--- src/rtl/vga_timing_gen_if.sv ---
// Raster timing bundle between vga_timing_gen (master) and pixel logic (slave).
// frame_cnt is only present when VGA_TIMING_FRAME_CNT_EN is defined.
// Handshake: pix_ce is a valid-only qualifier with no ready; every clock where
// pix_ce=1 the generator advances one pixel, and the consumer must accept it.
interface vga_timing_gen_if #(
  parameter int CW = 11
);
  logic          pix_ce;
  logic [CW-1:0] h_coord;
  logic [CW-1:0] v_coord;
  logic          h_sync;
  logic          v_sync;
  logic          disp_enbl;
  logic          line_start;
  logic          frame_start;
`ifdef VGA_TIMING_FRAME_CNT_EN
  logic [15:0]   frame_cnt;

  modport master (
    input  pix_ce,
    output h_coord, v_coord, h_sync, v_sync, disp_enbl,
           line_start, frame_start, frame_cnt
  );
  modport slave (
    output pix_ce,
    input  h_coord, v_coord, h_sync, v_sync, disp_enbl,
           line_start, frame_start, frame_cnt
  );
`else
  modport master (
    input  pix_ce,
    output h_coord, v_coord, h_sync, v_sync, disp_enbl,
           line_start, frame_start
  );
  modport slave (
    output pix_ce,
    input  h_coord, v_coord, h_sync, v_sync, disp_enbl,
           line_start, frame_start
  );
`endif
endinterface

--- src/rtl/vga_timing_gen.sv ---
// Parametrised raster timing generator. Coordinates are the counter
// registers; sync/DE/strobes are decoded from them and delayed PIPE_STAGES
// enabled cycles to line up with a downstream pixel pipeline.
// Optional feature: define VGA_TIMING_FRAME_CNT_EN for the frame_cnt output.
module vga_timing_gen #(
  parameter int H_ACTIVE    = 800,
  parameter int H_FP        = 24,
  parameter int H_SYNC      = 72,
  parameter int H_BP        = 128,
  parameter int V_ACTIVE    = 600,
  parameter int V_FP        = 1,
  parameter int V_SYNC      = 2,
  parameter int V_BP        = 22,
  parameter bit HS_POL      = 1'b1,
  parameter bit VS_POL      = 1'b1,
  parameter int CW          = 11,
  parameter int PIPE_STAGES = 1
) (
  input  logic              pixel_clk,
  input  logic              rst,
  vga_timing_gen_if.master  tmg
);

  localparam int H_TOTAL = H_ACTIVE + H_FP + H_SYNC + H_BP;
  localparam int V_TOTAL = V_ACTIVE + V_FP + V_SYNC + V_BP;

  // Every boundary below is < H_TOTAL (resp. V_TOTAL) <= 2**CW, so it fits CW bits.
  localparam logic [CW-1:0] H_LAST    = CW'(H_TOTAL - 1);
  localparam logic [CW-1:0] V_LAST    = CW'(V_TOTAL - 1);
  localparam logic [CW-1:0] H_ACT_END = CW'(H_ACTIVE);
  localparam logic [CW-1:0] V_ACT_END = CW'(V_ACTIVE);
  localparam logic [CW-1:0] HS_BEG    = CW'(H_ACTIVE + H_FP);
  localparam logic [CW-1:0] HS_END    = CW'(H_ACTIVE + H_FP + H_SYNC);
  localparam logic [CW-1:0] VS_BEG    = CW'(V_ACTIVE + V_FP);
  localparam logic [CW-1:0] VS_END    = CW'(V_ACTIVE + V_FP + V_SYNC);

  typedef struct packed {
    logic hs;
    logic vs;
    logic de;
    logic ls;
    logic fs;
  } timing_t;

  // Value every pipeline stage holds after reset: syncs inactive, no DE, no strobes.
  localparam timing_t FLUSH = timing_t'({~HS_POL, ~VS_POL, 3'b000});

  // Reject unusable timing at elaboration.
  generate
    if (H_ACTIVE < 1 || H_FP < 1 || H_SYNC < 1 || H_BP < 1) begin : g_bad_h
      $error("vga_timing_gen: horizontal active/porch/sync widths must be >= 1");
    end
    if (V_ACTIVE < 1 || V_FP < 1 || V_SYNC < 1 || V_BP < 1) begin : g_bad_v
      $error("vga_timing_gen: vertical active/porch/sync widths must be >= 1");
    end
    if (PIPE_STAGES < 1) begin : g_bad_pipe
      $error("vga_timing_gen: PIPE_STAGES must be >= 1");
    end
    if (CW < 1 || CW > 30 || H_TOTAL > (1 << CW) || V_TOTAL > (1 << CW)) begin : g_bad_cw
      $error("vga_timing_gen: H_TOTAL and V_TOTAL must fit in CW bits");
    end
  endgenerate

  logic [CW-1:0] h_cnt;
  logic [CW-1:0] v_cnt;
  timing_t       dec;
  timing_t       pipe_q [PIPE_STAGES];

  // Raster counters: h wraps each line, v advances on h wrap and wraps each frame.
  always_ff @(posedge pixel_clk) begin
    if (rst) begin
      h_cnt <= '0;
      v_cnt <= '0;
    end else if (tmg.pix_ce) begin
      if (h_cnt == H_LAST) begin
        h_cnt <= '0;
        v_cnt <= (v_cnt == V_LAST) ? '0 : v_cnt + CW'(1);
      end else begin
        h_cnt <= h_cnt + CW'(1);
      end
    end
  end

  // Decode the current position; v_sync follows v only, so it is line-aligned.
  always_comb begin
    dec    = FLUSH;
    dec.de = (h_cnt < H_ACT_END) && (v_cnt < V_ACT_END);
    dec.hs = (h_cnt >= HS_BEG && h_cnt < HS_END) ? HS_POL : ~HS_POL;
    dec.vs = (v_cnt >= VS_BEG && v_cnt < VS_END) ? VS_POL : ~VS_POL;
    dec.ls = (h_cnt == '0);
    dec.fs = (h_cnt == '0) && (v_cnt == '0);
  end

  // Delay line for decoded timing; shifts only on enabled cycles, so strobes
  // stay up until the next enabled cycle when pix_ce is sparse.
  always_ff @(posedge pixel_clk) begin
    if (rst) begin
      for (int i = 0; i < PIPE_STAGES; i++) pipe_q[i] <= FLUSH;
    end else if (tmg.pix_ce) begin
      pipe_q[0] <= dec;
      for (int i = 1; i < PIPE_STAGES; i++) pipe_q[i] <= pipe_q[i-1];
    end
  end

  assign tmg.h_coord     = h_cnt;
  assign tmg.v_coord     = v_cnt;
  assign tmg.h_sync      = pipe_q[PIPE_STAGES-1].hs;
  assign tmg.v_sync      = pipe_q[PIPE_STAGES-1].vs;
  assign tmg.disp_enbl   = pipe_q[PIPE_STAGES-1].de;
  assign tmg.line_start  = pipe_q[PIPE_STAGES-1].ls;
  assign tmg.frame_start = pipe_q[PIPE_STAGES-1].fs;

`ifdef VGA_TIMING_FRAME_CNT_EN
  logic [15:0] frame_cnt_q;

  // Count completed frames on the last pixel of the last line, wrapping at 2**16.
  always_ff @(posedge pixel_clk) begin
    if (rst) begin
      frame_cnt_q <= '0;
    end else if (tmg.pix_ce && h_cnt == H_LAST && v_cnt == V_LAST) begin
      frame_cnt_q <= frame_cnt_q + 16'd1;
    end
  end

  assign tmg.frame_cnt = frame_cnt_q;
`endif

endmodule
--- src/flat_wrapper.sv ---
// flat-port wrapper written by rule: the top's interface ports become plain ports
module vga_timing_gen_flat 
#(
  parameter int H_ACTIVE    = 800,
  parameter int H_FP        = 24,
  parameter int H_SYNC      = 72,
  parameter int H_BP        = 128,
  parameter int V_ACTIVE    = 600,
  parameter int V_FP        = 1,
  parameter int V_SYNC      = 2,
  parameter int V_BP        = 22,
  parameter bit HS_POL      = 1'b1,
  parameter bit VS_POL      = 1'b1,
  parameter int CW          = 11,
  parameter int PIPE_STAGES = 1
)
  (pixel_clk, rst, tmg_pix_ce, tmg_h_coord, tmg_v_coord, tmg_h_sync, tmg_v_sync, tmg_disp_enbl, tmg_line_start, tmg_frame_start);
  vga_timing_gen_if #(.CW(CW)) tmg_i ();
  input  logic pixel_clk;
  input  logic rst;
  input wire logic [$bits(tmg_i.pix_ce)-1:0] tmg_pix_ce;
  output wire logic [$bits(tmg_i.h_coord)-1:0] tmg_h_coord;
  output wire logic [$bits(tmg_i.v_coord)-1:0] tmg_v_coord;
  output wire logic [$bits(tmg_i.h_sync)-1:0] tmg_h_sync;
  output wire logic [$bits(tmg_i.v_sync)-1:0] tmg_v_sync;
  output wire logic [$bits(tmg_i.disp_enbl)-1:0] tmg_disp_enbl;
  output wire logic [$bits(tmg_i.line_start)-1:0] tmg_line_start;
  output wire logic [$bits(tmg_i.frame_start)-1:0] tmg_frame_start;
  assign tmg_i.pix_ce = tmg_pix_ce;
  assign tmg_h_coord = tmg_i.h_coord;
  assign tmg_v_coord = tmg_i.v_coord;
  assign tmg_h_sync = tmg_i.h_sync;
  assign tmg_v_sync = tmg_i.v_sync;
  assign tmg_disp_enbl = tmg_i.disp_enbl;
  assign tmg_line_start = tmg_i.line_start;
  assign tmg_frame_start = tmg_i.frame_start;
  vga_timing_gen #(.H_ACTIVE(H_ACTIVE), .H_FP(H_FP), .H_SYNC(H_SYNC), .H_BP(H_BP), .V_ACTIVE(V_ACTIVE), .V_FP(V_FP), .V_SYNC(V_SYNC), .V_BP(V_BP), .HS_POL(HS_POL), .VS_POL(VS_POL), .CW(CW), .PIPE_STAGES(PIPE_STAGES)) u_core (.pixel_clk(pixel_clk), .rst(rst), .tmg(tmg_i));
endmodule
--- config.mk ---
export PLATFORM = sky130hd
export DESIGN_NAME = vga_timing_gen_flat
export DESIGN_NICKNAME = d
export VERILOG_FILES = /design/src/rtl/vga_timing_gen_if.sv /design/src/rtl/vga_timing_gen.sv /design/src/flat_wrapper.sv
export SDC_FILE = /design/constraint.sdc
export NUM_CORES = 1
export LEC_CHECK = 0
export ABC_CLOCK_PERIOD_IN_PS = 2000
export BUFFER_PORTS_ARGS = -buffer_cell sky130_fd_sc_hd__buf_4
export CAP_MARGIN = 20
export CORE_MARGIN = 3
export CORE_UTILIZATION = 30
export DETAILED_ROUTE_END_ITERATION = 16
export GPL_TIMING_DRIVEN = 0
export SETUP_SLACK_MARGIN = 0.05
export SYNTH_ARGS = -nofsm -noshare
export SYNTH_HDL_FRONTEND = slang
export SYNTH_SLANG_ARGS = --single-unit
--- constraint.sdc ---
create_clock -name pixel_clk -period 2 [get_ports pixel_clk]
set_input_delay 0 -clock pixel_clk [delete_from_list [all_inputs] [get_ports pixel_clk]]
set_output_delay 0 -clock pixel_clk [all_outputs]
set_load 0.05 [all_outputs]
==> metrics.md <==
| Metric | Value |
|---|---|
| Static Leak | 0.6564 nW |
| Htree depth | 1 |
| Post-synthesis register bit count | 27 |
| Area of the multi-input gates | 768.2 µm² |
| Fmax | 550.6 MHz |
| CP delay by family, top | simple AND/OR/NAND/NOR gates |
| Final Setup Violations | 0 |
| DRT iter0 DRCs | 122 |
| Cells after Synth | 165 |
| TritonRoute pass-1 iters | 4 |
| Core area | 4444 µm² |
| Worst EP arrival | 1.98 ns |
| Worst R2R Start | u_core.tmg.h_coord[1] |
| Max Cap Violations | 0 |
| Min cycle time layout | 1.816 ns |
| Fraction of layout cells with a size suffix above 1 | 21.21% |
| Register area share after synthesis | 41.66% |
| Die area | 5586 µm² |
| Hold-critical path depth | 3 |
| Nets | 207 |
| Crit. Startpoint | u_core.tmg.h_coord[1] |
| Initial core utilization | 31.90% |
| Clock-pin slew on the worst setup and hold paths | 0.10 ns |
| Pwr Total | 1.002 mW |
| Util after Layout | 39.64% |
| Hpwl dp | 2622 µm |
| Final cell count without fillers | 250 |
| Cell Area, Synth | 1418 µm² |
| Routed wire length | 3607 µm |
| GRT Residual Overflow | 0 |
| Period utilization | 90.80% |
| TNS Setup | 0 ns |
| Final hold vios | 0 |
| Reg2Reg Depth | 5 |
| Post-Syn Nets | 173 |
| Max-slew violations | 0 |
| Clock Latency Late Sink | 0.28 ns |
| Std-Cell Rows | 24 |
| R2R Path End | u_core.tmg.v_coord[7] |
| Die W | 74.74 µm |
| Crit path max fanout | 9 |
| Die H | 74.74 µm |
| Largest net degree at the start of global routing | 17 |
| Synth Area per Inst | 8.592 µm² |
| Top Ports | 30 |
| Placed cell count | 246 |
| DRC viols | 0 |
| First-pass GRT wire length | 5934 µm |
| CP Capture Type | flop |
| Fill cell count | 459 |
| CP peak stage delay | 0.41 ns |
| Clock buffer count from CTS | 3 |
| RSZ-0062 raised after global routing | yes |
| Area grow syn2layout | 24.27% |
| N_diodes | 0 |
| Crit path to | u_core.tmg.v_coord[7] |
| CTS sink count | 27 |
| Crit start category | flop |
| Final RePlAce weighted congestion | 0.8059 |
| Cell Pwr Density | 568.6 nW/µm² |
| Routed Antenna Nets | 0 |
| Register area | 590.6 µm² |
| Max_slew headroom | 65.70% |
| Via Count | 1317 |
| Port bufs | 29 |
| Vias/cell | 5.268 |
| WL/cell | 14.43 µm |
| IR drop worst, VDD | 238.3 µV |
| Slew at the pin closest to its max-slew limit | 0.5145 ns |
| Final setup skew | 0.002904 ns |
| Yosys Warn Count | 0 |
| Critical Path Stages | 5 |
| Quantity of hold-fixing buffers added after cts | 0 |
| Critical path type | reg -> reg |
| TritonCTS clock tree | built |
| Vias in the first global route | 1204 |
| CP max-delay cell | dfxtp_1 |
| Clock buffer depth | 2 |
| Netlist cell types | 35 |
| Ordered cell list for the critical path | ha_1, and4_4, nand3_1, a21oi_1, o32ai_1 |
| Reg-to-reg setup timing slack | 0.18 ns |
| Buf+Inv Stages, Crit Path | 0 |
| Hold Path Class | in -> reg |
| Total GRT Usage | 13.42% |
| Initial antenna violation count | 0 |
| Critical path required time | 2.16 ns |
| Clk Tree Root Cell | clkbuf_8 |
| Status | complete, no violations |
-- per-layer routing --
| layer | part of all wire (%) | routed length (µm) | up-vias | GRT usage (%) |
|---|---|---|---|---|
| met2 | 44 | 1581 | 26 | 19.90 |
| met4 | 0.69 | 25 | 0 | 4.150 |
| met1 | 51 | 1854 | 613 | 19.90 |
| met3 | 4.0 | 144 | 2 | 2.136 |
| met5 | 0 | 0 | - | 0 |
| li1 | - | - | 676 | - |
-- final cells by class --
| class | instances | area share [%] |
|---|---|---|
| clock buffers | 3 | 2.344 |
| well taps | 52 | 3.693 |
| multi-input cells | 121 | 43.61 |
| inverters | 11 | 2.344 |
| flip-flops and latches | 27 | 33.52 |
| repair buffers | 29 | 12.36 |
| plain buffers | 6 | 1.705 |
| clock inverters | 1 | 0.4261 |
-- worst min-delay path: stages --
cell	delay [ns]
buf_4	0.11
or3_1	0.10
o32ai_1	0.06
-- registers in the layout (all words and copies together), names as in the netlist --
signal	count
u_core.pipe_q	5
u_core.tmg.h_coord	11
u_core.tmg.v_coord	11
-- kinds of logic after synthesis --
family	Yosys count	synth area share, %
buf+inv	17	5.031
xor+xnor	7	4.325
fa+ha+maj	5	4.413
flops	27	41.66
simple gates	80	31.16
compound gates	28	12.62
mux	1	0.7943
-- what timing repair did --
action | 4_1_cts | 5_1_grt
buffers inserted | 0 | 0
gates resized for setup | 0 | 2
setup endpoints to repair | 0 | 8
-- power breakdown --
group          switching [mW]  total (mW)  internal, mW  leakage, nW
logic                  0.0676      0.0977        0.0301        0.403
registers             0.00631       0.571         0.565        0.232
clock network           0.191       0.333         0.142       0.0217
total                   0.265        1.00         0.736        0.656
-- stage by stage --
step           hold WS, ns  worst slack, ns  cell area, µm²
2_1_floorplan       0.1941          0.09265            1418
3_3_place_gp        0.3423           0.1374            1700
3_5_place_dp        0.3415           0.1827            1700
4_1_cts            0.03831           0.1541            1749
5_1_grt            0.06011          0.04878            1762
6_report           0.04016           0.1839            1762
-- cells in the mapped netlist (all sizes together) --
cell type	n	area share, %
or3	6	2.6
edfxtp	5	11
a311oi	1	0.62
a21oi	12	4.2
nand2b	3	1.3
nor4	2	0.88
and4	3	2.2
buf	4	1.6
a31oi	5	2.2
dfxtp	22	31
o32ai	5	3.1
mux2	1	0.79
a41oi	1	0.62
and3b	1	0.62
xor2	3	1.9
and2	4	1.8
xnor2	4	2.5
o21ai	2	0.71
inv	11	2.9
a22o	1	0.62
nor3	10	3.5
and3	4	1.8
o31ai	1	0.53
nand3	10	3.5
and4b	2	1.4
nor2	14	3.7
clkbuf	2	0.53
nand4	9	4.0
nand2	10	2.6
ha	5	4.4
nor4b	1	0.62
nor3b	1	0.53
-- cells in the final DEF, fill, tap and decap left out, types with 2 or more instances in the layout --
master    instances
nand2b_1          2
xnor2_1           4
a21oi_1          12
inv_1            11
clkbuf_1          2
buf_4            30
and3_1            4
nand2_1          10
a31oi_1           5
and4_4            2
nand3_1          10
nor4_1            2
ha_1              5
o32ai_1           5
edfxtp_1          5
nand4_1           9
and2_1            3
dfxtp_1          22
nor3_1           10
and4b_1           2
nor2_1           14
xor2_1            3
buf_2             3
clkbuf_8          3
or3_1             6
o21ai_0           2
-- worst min path at each step --
| stage | startpoint | end |
|---|---|---|
| final | rst | u_core.tmg.v_coord[7] |
| after global routing | rst | u_core.tmg.v_coord[10] |
| after CTS | rst | u_core.tmg.v_coord[7] |
| after detailed placement | rst | u_core.tmg.v_coord[7] |
| after global placement | rst | u_core.tmg.v_coord[7] |
| after floorplan | rst | u_core.tmg.v_coord[10] |
(Power assumes the default switching activity.)
